$ cat src/rtl/idli_fetch_m.sv
`default_nettype none
// ============================================================================
// Module   : idli_fetch_m
// Purpose  : Instruction fetch from a quad-SPI serial memory, presenting each
//            16-bit word to EX as four nibbles framed by a free-running counter.
// Revision : 1.0 - initial release
// ============================================================================
module idli_fetch_m #(
    parameter logic [15:0] RST_PC = 16'h0000
) (
    input  logic        i_fe_gck,
    input  logic        i_ex_rst_n,
    output logic [1:0]  o_fe_ctr,
    output logic [3:0]  o_fe_enc,
    output logic        o_fe_enc_vld,
    output logic [15:0] o_fe_pc,
    input  logic        i_fe_stall,
    input  logic        i_fe_redir,
    input  logic [15:0] i_fe_redir_pc,
    output logic        o_fe_mem_cs_n,
    output logic [3:0]  o_fe_mem_sio,
    output logic        o_fe_mem_oe,
    input  logic [3:0]  i_fe_mem_sio
);

    localparam logic [2:0] c_IDLE  = 3'd0;
    localparam logic [2:0] c_CMD   = 3'd1;
    localparam logic [2:0] c_ADDR  = 3'd2;
    localparam logic [2:0] c_DUMMY = 3'd3;
    localparam logic [2:0] c_DATA  = 3'd4;

    logic [1:0]  r_ctr;
    logic [2:0]  r_state;
    logic [15:0] r_addr;
    logic [15:0] r_pend_pc;
    logic        r_pend;
    logic [15:0] r_pc;
    logic        r_vld;
    logic [3:0]  r_enc;

    logic        w_slot_end;
    logic        w_pend;
    logic [15:0] w_pend_pc;
    logic        w_abort;
    logic        w_word_ok;

    // A redirect arriving on the slot-end cycle itself is honoured at that edge.
    assign w_slot_end = (r_ctr == 2'd3);
    assign w_pend     = r_pend | i_fe_redir;
    assign w_pend_pc  = i_fe_redir ? i_fe_redir_pc : r_pend_pc;
    assign w_abort    = w_slot_end & (w_pend | i_fe_stall);
    assign w_word_ok  = (r_state == c_DATA) & ~w_abort;

    always_ff @(posedge i_fe_gck or negedge i_ex_rst_n) begin
        if (!i_ex_rst_n) begin
            r_ctr     <= 2'd0;
            r_state   <= c_IDLE;
            r_addr    <= RST_PC;
            r_pend_pc <= 16'h0000;
            r_pend    <= 1'b0;
            r_pc      <= RST_PC;
            r_vld     <= 1'b0;
            r_enc     <= 4'h0;
        end else begin
            r_ctr <= r_ctr + 2'd1;
            r_enc <= (r_state == c_DATA) ? i_fe_mem_sio : 4'h0;

            if (w_abort) begin
                // r_addr still names the word whose first nibble is being dropped.
                r_state <= c_IDLE;
                if (w_pend) begin
                    r_addr <= w_pend_pc;
                    r_pend <= 1'b0;
                end
            end else begin
                if (i_fe_redir) begin
                    r_pend    <= 1'b1;
                    r_pend_pc <= i_fe_redir_pc;
                end
                case (r_state)
                    c_IDLE:  if (w_slot_end) r_state <= c_CMD;
                    c_CMD:   if (r_ctr == 2'd1) r_state <= c_ADDR;
                    c_ADDR:  if (r_ctr == 2'd1) r_state <= c_DUMMY;
                    c_DUMMY: r_state <= c_DATA;
                    c_DATA:  if (w_slot_end) r_addr <= r_addr + 16'd1;
                    default: r_state <= c_IDLE;
                endcase
            end

            if (w_slot_end) begin
                r_vld <= w_word_ok;
                if (w_word_ok) r_pc <= r_addr;
            end
        end
    end

    always_comb begin
        o_fe_mem_sio = 4'h0;
        o_fe_mem_oe  = 1'b0;
        case (r_state)
            c_CMD: begin
                o_fe_mem_oe  = 1'b1;
                o_fe_mem_sio = (r_ctr == 2'd1) ? 4'h3 : 4'h0;
            end
            c_ADDR: begin
                // ADDR spans ctr 2,3,0,1: address goes out MSB nibble first.
                o_fe_mem_oe = 1'b1;
                case (r_ctr)
                    2'd2:    o_fe_mem_sio = r_addr[15:12];
                    2'd3:    o_fe_mem_sio = r_addr[11:8];
                    2'd0:    o_fe_mem_sio = r_addr[7:4];
                    default: o_fe_mem_sio = r_addr[3:0];
                endcase
            end
            default: begin
                o_fe_mem_sio = 4'h0;
                o_fe_mem_oe  = 1'b0;
            end
        endcase
    end

    assign o_fe_ctr      = r_ctr;
    assign o_fe_enc      = r_enc;
    assign o_fe_enc_vld  = r_vld;
    assign o_fe_pc       = r_pc;
    assign o_fe_mem_cs_n = (r_state == c_IDLE);

endmodule
`default_nettype wire

$ cat config.mk
export PLATFORM = sky130hd
export DESIGN_NAME = idli_fetch_m
export DESIGN_NICKNAME = d
export VERILOG_FILES = /design/src/rtl/idli_fetch_m.sv
export SDC_FILE = /design/constraint.sdc
export NUM_CORES = 1
export LEC_CHECK = 0
export ABC_AREA = 1
export CAP_MARGIN = 5
export CORE_ASPECT_RATIO = 1.25
export CORE_MARGIN = 4
export CORE_UTILIZATION = 30
export CTS_BUF_LIST = sky130_fd_sc_hd__clkbuf_16
export DETAILED_ROUTE_END_ITERATION = 8
export PLACE_DENSITY = 0.56
export RECOVER_POWER = 25
export SLEW_MARGIN = 30
export SYNTH_ARGS = -nofsm -noshare
export SYNTH_HDL_FRONTEND = slang
export SYNTH_SLANG_ARGS = --single-unit
$ cat constraint.sdc
create_clock -name i_fe_gck -period 2.08 [get_ports i_fe_gck]
set_input_delay 0.416 -clock i_fe_gck [delete_from_list [all_inputs] [get_ports i_fe_gck]]
set_output_delay 0.416 -clock i_fe_gck [all_outputs]
set_load 0.02 [all_outputs]
Yosys cells after proc, flatten, opt, wreduce, memory -nomap -nowiden
Index checks and enable logic that the tools add are counted. W data, S select, Z words.

$add $sub $neg: 2. Equality and inequality tests: 12. Mux-type cells: 18. Bitwise operators: 5. Reduce and logical (&&, ||, !) cells: 10.

Operators by type and width (count): $mux W16 (5); $add A16 B1 Y16 const B (1); $pmux W3 S5 (1); $mux W3 (4); $pmux W4 S3 (1); $pmux W4 S2 (1); $eq A3 B2 Y1 const B (2); $ne A3 B3 Y1 const B (2); $reduce_bool A2 Y1 (3); $eq A2 B2 Y1 const B (2); $mux W1 (4); $mux W4 (1); $ne A2 B2 Y1 const B (2); $reduce_and A2 Y1 (2); $reduce_and A4 Y1 (1); $eq A3 B1 Y1 const B (1); $eq A3 B3 Y1 const B (1); $logic_not A3 Y1 (1); $ne A3 B1 Y1 const B (1); $reduce_and A3 Y1 (1); $add A2 B1 Y2 const B (1); $and A1 B1 Y1 (2); $eq A2 B1 Y1 const B (1); $logic_not A2 Y1 (1); 4 further kinds (5).

Bits in registers: 59. Output and inout bits: 29. Logic and storage cells: 55.

Longest topological paths before layout
Depth after elaboration: 6. Mapped depth: 9.

Least setup slack after synthesis
Ideal clock, no wire load.

Path kind: register to output. From: reg r_ctr[0], in the netlist o_fe_ctr[0]. To: out o_fe_mem_sio[2]. Arrival time: 1361 ps. Data required time: 1664 ps. Path slack: 303 ps. Cell stages (with the launch flop): 7. Buffers on the path: 1. Cell sequence: dfrtp_1 > ha_1 > buf_2 > nand2_1 > o21ai_0 > a21oi_1 > a21oi_1.

Word-level cells in the longest chain between the ends: 3.

RTL lines: from (decl) (line 32) `logic [1:0] r_ctr;`; from (signal assigned) (line 65) `r_ctr <= r_ctr + 2'd1;`; $eq A2 B2 Y1 / $logic_not A2 Y1 (equally long branches) (line 108) `case (r_ctr)`; $pmux W4 S3 (*) (line 108); $pmux W4 S2 (*) (line 100) `case (r_state)`; to (decl) (line 21) `output logic [3:0] o_fe_mem_sio,`.

Mark *: on every way between the ends. The rest lies on a longest branch, timed or not.

Worst setup path after layout
From: reg r_ctr[1], in the netlist o_fe_ctr[1]. To: out o_fe_mem_sio[3].

The elaborated chain is that of the path after synthesis.

==> impl_metrics.py <==
metrics = {
    "outcome": {
        "run_status": "finished, violations left",
        "violated_checks": "capacitance limit, slew limit",
    },
    "sta": {
        "slew_headroom_pct": -6.07,
        "final-max-slew-violation-count": 26,
        "post-route-period-util_pct": 96.4,
        "report.final.hold_viol_count": 0,
        "post-route-worst-setup-slack_ns": 0.0755,
        "tightestPinTransition_ns": 1.59,
        "grt_setup_unrepaired": "true",
        "finalCriticalPeriod_ns": 2.00,
        "achievable-frequency_mhz": 499,
        "hold_ws_ns": 0.479,
        "final.setup_skew_ns": 0.00894,
        "finalSetupViolCount": 0,
    },
    "die": {
        "pin_count": 53,
        "initial_core_util_pct": 31.0,
        "rows": 41,
        "design.die.area_um2": 12300,
        "floorplan.core_area_um2": 10200,
        "die_x_um": 99.9,
        "chipHeight_um": 123,
    },
    "synth": {
        "syn-cell-area_um2": 3170,
        "synthCells": 429,
        "postSynth.topFlopCell": "dfrtp_1",
        "synth.area.top_cells": "dfrtp_1 (47%), nand2_1 (16%), o21ai_0 (8.1%)",
        "synthDominantAreaCellType": "dfrtp_1",
        "synth_cell_type_count": 25,
        "syn-mean-instance-area_um2": 7.38,
        "synth_common_cells": "nand2_1 (139), dfrtp_1 (59), inv_1 (55), o21ai_0 (51), nor2_1 (33)",
        "yosys_warnings": 0,
        "synth_edf_count": 0,
        "synth.most_common_cell": "nand2_1",
        "synthArstFlopShare_pct": 100,
        "number_of_flip_flops_and_latches_in_the_synthesized_netlist": 59,
        "synth_largest_type_area_fraction_pct": 46.6,
        "yosysSeqAreaShare_pct": 46.6,
        "synth.net_count": 459,
    },
    "final_layout": {
        "post_layout_nonfiller_instances": 636,
        "ff_latch_area_um2": 1480,
        "finalInstanceArea_um2": 4270,
        "multi_input_area_um2": 1410,
        "antenna_cell_count": 0,
        "area_growth_pct": 34.9,
        "layout.nets": 533,
        "proportion_of_layout_cells_with_a_drive_suffix_above_1_pct": 11.6,
        "nFillCells": 1066,
    },
    "power_and_ir_drop": {
        "power.switching_w": 0.000741,
        "power_frac_clock_pct": 46.1,
        "cellInternalPower_w": 0.00226,
        "power_frac_comb_pct": 11.4,
        "seqPwrFrac_pct": 42.5,
        "cellPowerDensity_nw_per_um2": 703,
        "totalPowerFinal_w": 0.00300,
        "ir_worst_vdd_mv": 0.427,
        "leakagePower_nw": 2.16,
        "switching_share_pct": 24.7,
    },
    "clock_network": {
        "root_buffer": "clkbuf_16",
        "cts_num_sinks": 59,
        "cts_hold_repair.buffers": 0,
        "cts_buffer_depth": 2,
        "cts-htree-levels": 3,
        "total_clock_buffers_created_by_cts": 9,
        "clkTransAtPathRegs_ns": 0.05,
        "clk_latency_ns": 0.32,
        "tritoncts": "done",
    },
    "worst_hold_path": {
        "worst_min_delay_path_category": "in2async",
    },
    "global_route": {
        "grt_first_pass_wirelength_um": 14200,
        "antenna_violations_before_repair": 0,
        "grt_start_max_net_pins": 34,
        "grt.overflow.total": 0,
        "first_global_vias": 2970,
        "grt_use_total_pct": 14.6,
    },
    "placement": {
        "buffer_ports.inserted": 52,
        "placed_cells_incl_taps": 620,
        "detailed_place.area_um2": 3980,
        "dp.final_hpwl_um": 6210,
        "post_place_setup_slack_ns": -0.104,
        "routability_congestion_estimate_from_global_placement": 0.893,
    },
    "worst_setup_path": {
        "cp-end-kind": "output port",
        "timing.critical_path.slowest_stage_cell": "dfrtp_1",
        "crit_chain": "inv_2, ha_1, inv_1, o21ai_1, a21oi_1, a21oi_1, buf_4",
        "cp_max_fo": 4,
        "crit_arrival_ns": 1.59,
        "crit_top_cell": "a21oi_1",
        "critical_path.startpoint_type": "flop",
        "timing.critical_path.required_ns": 1.66,
        "critPathKind": "reg2out",
        "crit_path_max_incr_delay_ns": 0.42,
    },
    "route": {
        "wire_length_after_detailed_routing_um": 8260,
        "detailedRoute.firstPassIterationCount": 5,
        "average_routed_wire_per_standard_cell_um": 13.0,
        "drt-initial-drc-count": 109,
        "routed_via_density": 4.67,
        "drc": 0,
        "detail-route-antenna-nets": 0,
        "route.vias.total": 2967,
    },
    "job": {
        "max_cap_violations": 1,
    },
}
[sequential cells by signal, indices dropped and copies added, names as in the netlist]
signal,count
o_fe_enc_vld,1
o_fe_pc,16
r_pend_pc,16
r_pend,1
r_state,3
r_addr,16
o_fe_enc,4
o_fe_ctr,2
[layout make-up]
cell class              instances  share of cell area, %
flip-flops and latches         59                   34.6
multi-input cells             298                   33.0
well taps                     129                   3.78
clock inverters                 6                   1.20
clock buffers                   9                   5.27
inverters                      56                   4.92
repair buffers                 79                   17.3
[routing by layer]
metal	global-route usage, %	share of wire [%]	vias up
li1	-	-	1502
met1	19.5	46	1355
met2	23.0	46	91
met3	3.07	5.5	19
met4	6.15	3.0	0
met5	0	0	-
[critical path: cells and delay by family (launching register included)]
kind / cells / cell delay [ns]
DFF: 1 / 0.42
AOI/OAI and AO/OA: 3 / 0.37
buffers and inverters: 3 / 0.33
adders and majority gates: 1 / 0.14
[what timing repair did]
action | in CTS | in global routing
setup endpoints to repair | 6 | 4
setup buffers | 1 | 0
resized for setup | 25 | 7
pin swaps | 1 | 1
[cell usage in the layout (no fill, tap or decap), types with 4 or more instances in the layout]
| cell type | Yosys | layout |
|---|---|---|
| nand2_1 | 139 | 139 |
| dfrtp_1 | 59 | 59 |
| inv_1 | 55 | 56 |
| o21ai_0 | 51 | 48 |
| clkdlybuf4s50_1 | 0 | 45 |
| nor2_1 | 33 | 33 |
| buf_4 | 1 | 26 |
| nand3_1 | 26 | 25 |
| o21ai_1 | 13 | 16 |
| clkbuf_16 | 0 | 9 |
| a21oi_1 | 9 | 6 |
| nand4_1 | 4 | 4 |
| xor2_1 | 4 | 4 |
[logic make-up (layout without fill, tap and decap cells)]
kind of cell    count (synthesis)  after routing  share of synthesized area (%)
buf+inv                        72            150                           9.57
fa+ha+maj                       6              6                           2.37
xor+xnor                        5              5                           1.38
flops                          59             59                           46.6
mux                             2              2                          0.632
compound gates                 76             76                           12.3
simple gates                  209            209                           27.1
[power groups by stage]
stage | Sequential (W) | Clock, W | Combinational (W)
floorplan | 0.00128 | 0 | 0.000183
global placement | 0.00129 | 0 | 0.000339
detailed placement | 0.00129 | 0 | 0.000346
CTS | 0.00127 | 0.00142 | 0.000346
global route | 0.00128 | 0.00147 | 0.000399
finish | 0.00127 | 0.00138 | 0.000343
[worst paths after layout]
path	start	cells past startpoint	slack (ns)	to
worst max-delay path	o_fe_ctr[1]	7	0.08	o_fe_mem_sio[3]
worst min-delay path	i_ex_rst_n	1	0.48	o_fe_enc[3]
worst max register to register	o_fe_ctr[1]	9	0.31	r_addr[2]
worst min register to register	o_fe_pc[3]	2	0.48	o_fe_pc[3]
max in group asynchronous	i_ex_rst_n	2	0.64	r_addr[4]
min in group i_fe_gck	o_fe_pc[3]	2	0.48	o_fe_pc[3]
[metrics by stage]
stage          util, %  TNS [ns]
2_1_floorplan        -         0
3_3_place_gp      39.0   -0.0550
3_5_place_dp      39.0    -0.221
4_1_cts           41.6         0
5_1_grt           41.8   -0.0219
6_report          41.8         0
Note: power is estimated with default switching activity, not from simulation.
